File: src/rtl/cnn_addr_pkg.sv
// cnn_addr_pkg: shared map sizes, output-dimension helper and window FSM states.
package cnn_addr_pkg;

    localparam int IMG_DIM = 28;
    localparam int C1_DIM  = 24;
    localparam int P1_DIM  = 12;
    localparam int C2_DIM  = 8;
    localparam int P2_DIM  = 4;

    typedef enum logic [1:0] {IDLE, RUN, DONE} fsm_e;

    function automatic int out_dim(input int in, input int k, input int stride);
        return (in - k) / stride + 1;
    endfunction

endpackage

File: src/rtl/wrap_counter.sv
// wrap_counter: index counter with a running base that advances by STEP per increment.
// Ports: clk, reset (async, active-high), clear (zero index and base), inc (advance),
//        idx (current index), base (idx*STEP), wrap (idx is at MAX-1).
module wrap_counter #(
    parameter int MAX  = 1,
    parameter int STEP = 1,
    parameter int W    = 8,
    parameter int BW   = 10
) (
    input  logic          clk,
    input  logic          reset,
    input  logic          clear,
    input  logic          inc,
    output logic [W-1:0]  idx,
    output logic [BW-1:0] base,
    output logic          wrap
);

    assign wrap = idx == W'(MAX - 1);

    always_ff @(posedge clk or posedge reset) begin
        if (reset) begin
            idx  <= '0;
            base <= '0;
        end else if (clear || (inc && wrap)) begin
            idx  <= '0;
            base <= '0;
        end else if (inc) begin
            idx  <= idx + W'(1);
            base <= base + BW'(STEP);
        end
    end

endmodule

File: src/rtl/window_addr_gen.sv
// window_addr_gen: sliding-window tap address generator, one K*K window per beat.
// Ports: clk, reset (async, active-high), start (begin a pass when idle),
//        out_ready (consumer accepts beat), busy, out_valid, addr (packed taps,
//        tap i*K+j at [t*ADDR_W +: ADDR_W]), out_row/out_col/out_ch (window indices),
//        first/last (first/final window of the pass), done (pulse after last accept).
module window_addr_gen
    import cnn_addr_pkg::*;
#(
    parameter int IMG_W    = 24,
    parameter int IMG_H    = 24,
    parameter int K        = 2,
    parameter int STRIDE   = 2,
    parameter int CHANNELS = 1,
    parameter int BASE     = 0,
    parameter int ADDR_W   = 10
) (
    input  logic                  clk,
    input  logic                  reset,
    input  logic                  start,
    input  logic                  out_ready,
    output logic                  busy,
    output logic                  out_valid,
    output logic [K*K*ADDR_W-1:0] addr,
    output logic [7:0]            out_row,
    output logic [7:0]            out_col,
    output logic [7:0]            out_ch,
    output logic                  first,
    output logic                  last,
    output logic                  done
);

    localparam int OUT_W = out_dim(IMG_W, K, STRIDE);
    localparam int OUT_H = out_dim(IMG_H, K, STRIDE);
    localparam int CH_SZ = IMG_W * IMG_H;

    if ((IMG_W - K) % STRIDE != 0) begin : g_chk_w
        $error("window does not tile image width");
    end
    if ((IMG_H - K) % STRIDE != 0) begin : g_chk_h
        $error("window does not tile image height");
    end
    if (longint'(BASE) + longint'(CHANNELS) * CH_SZ > (longint'(1) << ADDR_W)) begin : g_chk_a
        $error("feature maps exceed address space");
    end
    if (OUT_W > 256 || OUT_H > 256 || CHANNELS > 256) begin : g_chk_i
        $error("index outputs limited to 8 bits");
    end

    fsm_e              state, next;
    logic              run, accept, clear;
    logic              col_wrap, row_wrap, ch_wrap;
    logic [ADDR_W-1:0] col_base, row_base, ch_base;

    assign run       = state == RUN;
    assign accept    = run && out_ready;
    assign clear     = state == IDLE && start;
    assign busy      = run;
    assign out_valid = run;
    assign done      = state == DONE;
    assign first     = run && out_col == '0 && out_row == '0 && out_ch == '0;
    assign last      = run && col_wrap && row_wrap && ch_wrap;

    always_ff @(posedge clk or posedge reset) begin
        if (reset) state <= IDLE;
        else       state <= next;
    end

    always_comb begin
        next = state;
        if (clear)          next = RUN;
        if (accept && last) next = DONE;
        if (state == DONE)  next = IDLE;
    end

    // Column wraps carry into row, row wraps carry into channel.
    wrap_counter #(.MAX(OUT_W), .STEP(STRIDE), .W(8), .BW(ADDR_W)) u_col (
        .clk(clk), .reset(reset), .clear(clear), .inc(accept),
        .idx(out_col), .base(col_base), .wrap(col_wrap)
    );

    wrap_counter #(.MAX(OUT_H), .STEP(STRIDE * IMG_W), .W(8), .BW(ADDR_W)) u_row (
        .clk(clk), .reset(reset), .clear(clear), .inc(accept && col_wrap),
        .idx(out_row), .base(row_base), .wrap(row_wrap)
    );

    wrap_counter #(.MAX(CHANNELS), .STEP(CH_SZ), .W(8), .BW(ADDR_W)) u_ch (
        .clk(clk), .reset(reset), .clear(clear), .inc(accept && col_wrap && row_wrap),
        .idx(out_ch), .base(ch_base), .wrap(ch_wrap)
    );

    // Each tap is the window base plus a constant row/column offset; bus reads zero when idle.
    for (genvar i = 0; i < K; i++) begin : g_row
        for (genvar j = 0; j < K; j++) begin : g_col
            assign addr[(i*K+j)*ADDR_W +: ADDR_W] =
                run ? ADDR_W'(BASE + i*IMG_W + j) + ch_base + row_base + col_base : '0;
        end
    end

endmodule

File: config.mk
export PLATFORM = sky130hd
export DESIGN_NAME = window_addr_gen
export DESIGN_NICKNAME = d
export VERILOG_FILES = /design/src/rtl/cnn_addr_pkg.sv /design/src/rtl/wrap_counter.sv /design/src/rtl/window_addr_gen.sv
export SDC_FILE = /design/constraint.sdc
export NUM_CORES = 1
export LEC_CHECK = 0
export CORE_ASPECT_RATIO = 0.9
export CORE_UTILIZATION = 49
export CTS_BUF_LIST = sky130_fd_sc_hd__clkbuf_8
export CTS_CLUSTER_DIAMETER = 80
export DETAILED_ROUTE_END_ITERATION = 10
export PLACE_DENSITY_LB_ADDON = 0.3
export REMOVE_ABC_BUFFERS = 1
export SETUP_SLACK_MARGIN = 0.5
export SYNTH_ARGS = -nofsm -noshare
export SYNTH_HDL_FRONTEND = slang
export SYNTH_SLANG_ARGS = --single-unit
File: constraint.sdc
create_clock -name clk -period 3.3 [get_ports clk]
set_input_delay 0.66 -clock clk [delete_from_list [all_inputs] [get_ports clk]]
set_output_delay 0.66 -clock clk [all_outputs]
set_load 0.01 [all_outputs]
==> impl_metrics.ini <==
[outcome]
outcome = complete, but fails checks
violations = setup timing

[power_and_ir_drop]
p_switching_uw = 2960
clock_power_share_pct = 6.6
p_per_area_mw_per_mm2 = 1260
power_frac_comb_pct = 80.9
leakagePower_uw = 0.00246
power.internal_uw = 3630
p_sw_share_pct = 44.9
peakVddDrop_mv = 0.974
pwr-share-seq_pct = 12.5

[finish]
nFillCells = 556
final_cell_mix = nor2_1 (62), clkdlybuf4s50_1 (46), buf_4 (43)
final_common_cell = nor2_1
drive_above_1_share_pct = 22.7
diodes = 0
final_nets = 608
syn_to_final_growth_pct = 36.9

[clocking]
h-tree-depth = 2
tritoncts = done
numCtsBuffers = 5
clock_latency_ps = 300
clock_path_buffers = 2
clock-sinks = 45
clk_pin_slew_ps = 90
cts-root-buf = clkbuf_8
holdBufCountCts = 0

[sta]
fin_worst_skew_ps = 9.96
relSlewSlack_pct = 54.8
rsz0062_at_grt = yes
drv_slew = 0
fin_crit_ps = 3670
finalSetupViolations = 10
max_clock_freq_ghz = 0.272
finalWorstSetupSlack_ps = -372
worstMarginPinSlew_ps = 675
tns_ps = -2160
timing.final.crit_share_pct = 111
finalHoldViolCount = 0

[grt]
grt_overflow = 0
use_met3_pct = 3.72
grt_max_degree = 46
use_met1_pct = 37.1
grt_usage_pct = 26.3
grt_pass1_vias = 3464
antenna_found_initial = 0
grtUsageMet2_pct = 42.1
grt_pass1_wl_um = 16800
busiest_layer = met2

[yosys]
syn_area_mm2 = 0.00383
yosysWarnings = 0
netlist-cell-type-count = 59
syn_avg_cell_area_um2 = 8.55
netlist_instances = 448
seq_area_frac_synth_pct = 29.4
ys_seq_elements = 45
synthFlopType = dfrtp_1
async_reset_ff_share_pct = 100
synth_edf_count = 0

[worst_setup_path]
critPathLaunchType = register
endpoint_kind = primary output
critPathMostFrequentCell = fa_1
path_max_fanout = 3
cp_slowest_cell = fa_1
critPathMaxStageDelay_ps = 620
path_class = register to primary output
crit_arrival_ps = 3010
crit_chain = fa_1, ha_4, inv_2, fa_1, buf_6, inv_4, a221oi_4, o21ai_1, xor2_1, nor2_1, buf_2
reg2reg_slack_ps = 860
cp.buffers_inverters = 4
crit_required_ps = 2640
crit_family = adder cells

[placement]
port_buffers = 70
dpl_worst_slack_ps = -443
gp_congestion = 0.868
dp.final_hpwl_um = 7210

[min_path]
worstHoldPathType = register to register

[drt]
routed_wl_um = 10700
vias = 3625
vias_per_cell = 5.50
drc = 0
initialDrtViolationCount = 183
ant_nets = 0
wire_per_inst_um = 16.2
drtPass1Iterations = 5

[run]
drv_cap = 0

[die]
core_mm2 = 0.00754
die-area_mm2 = 0.00818
io_pins = 73
rows = 30
fp.dieH_um = 85.9
initial_utilization_pct = 50.8
die_w_um = 95.2
==> path summary, 6_finish.rpt <==
| path | startpoint | end | cells after the start |
|---|---|---|---|
| worst max-delay path | u_col.base[6] | addr[38] | 11 |
| worst min-delay path | u_col.idx[0] | u_col.idx[0] | 1 |
| worst max register to register | u_col.idx[5] | u_col.idx[1] | 7 |
| worst min register to register | u_col.idx[0] | u_col.idx[0] | 1 |
| max in group asynchronous | reset | u_col.base[2] | 3 |
| min in group asynchronous | reset | u_row.idx[4] | 3 |
==> power groups by stage <==
stage,Sequential [uW],Clock (uW),Combinational [uW]
floorplan,836,0,2380
global placement,816,0,4280
detailed placement,825,0,4360
CTS,817,436,4800
global route,843,464,5680
finish,824,437,5330
==> cells by family (layout without fill, tap and decap cells) <==
logic type | count (synthesis) | in the layout | synth area share [%]
fa+ha+maj | 42 | 42 | 15.3
other cells | 2 | 12 | 0.196
flops | 45 | 45 | 29.4
buf+inv | 56 | 161 | 6.27
simple gates | 181 | 181 | 23.9
compound gates | 61 | 61 | 10.9
xor+xnor | 58 | 58 | 13.3
mux | 3 | 3 | 0.784
==> per-layer routing <==
layer / share of wire [%] / routed length, um
met3: 4.3 / 454
met1: 44 / 4730
met5: 0 / 0
met4: 1.4 / 151
met2: 50 / 5320
==> state kept, by name, summed over array words and instances, names as in the netlist <==
register,cells
u_ch.idx,8
state,2
u_row.idx,8
u_ch.base,4
u_col.base,9
u_row.base,6
u_col.idx,8
==> area by class of cell <==
class	count	area, um^2	area share (%)
clock inverters	2	33.8	0.644
repair buffers	122	1040	19.8
inverters	31	119	2.27
flip-flops and latches	45	1130	21.5
clock buffers	6	82.6	1.57
well taps	96	120	2.29
multi-input cells	357	2730	51.9
==> cells in the mapped netlist (11+ instances only) <==
library cell / count / share of area (%)
nor2_1: 63 / 6.2
xor2_1: 34 / 7.8
xnor2_1: 24 / 5.5
clkbuf_1: 15 / 1.5
ha_1: 34 / 11
nand3_1: 17 / 2.2
a21oi_1: 11 / 1.4
nand2_1: 35 / 3.4
dfrtp_1: 45 / 29
o21ai_0: 13 / 1.7
inv_1: 30 / 2.9
nand4_1: 13 / 2.1
==> per-stage QoR <==
step	std cells	power [uW]	instance area [um^2]	util, %	hold WS (ps)
after CTS	650	6050	5130	68.0	561
after global routing	659	6990	5250	69.6	589
after global placement	632	5100	4810	63.8	543
after detailed placement	632	5180	4810	63.8	549
after floorplan	433	3220	3750	-	506
final	659	6590	5250	69.6	566
==> repair_timing <==
item | in CTS | in global routing
endpoints found under the setup margin | 28 | 28
buffers inserted | 10 | 9
resized for setup | 117 | 20
pin swaps | 22 | 22
No activity file was read; power rests on OpenSTA's default activity.
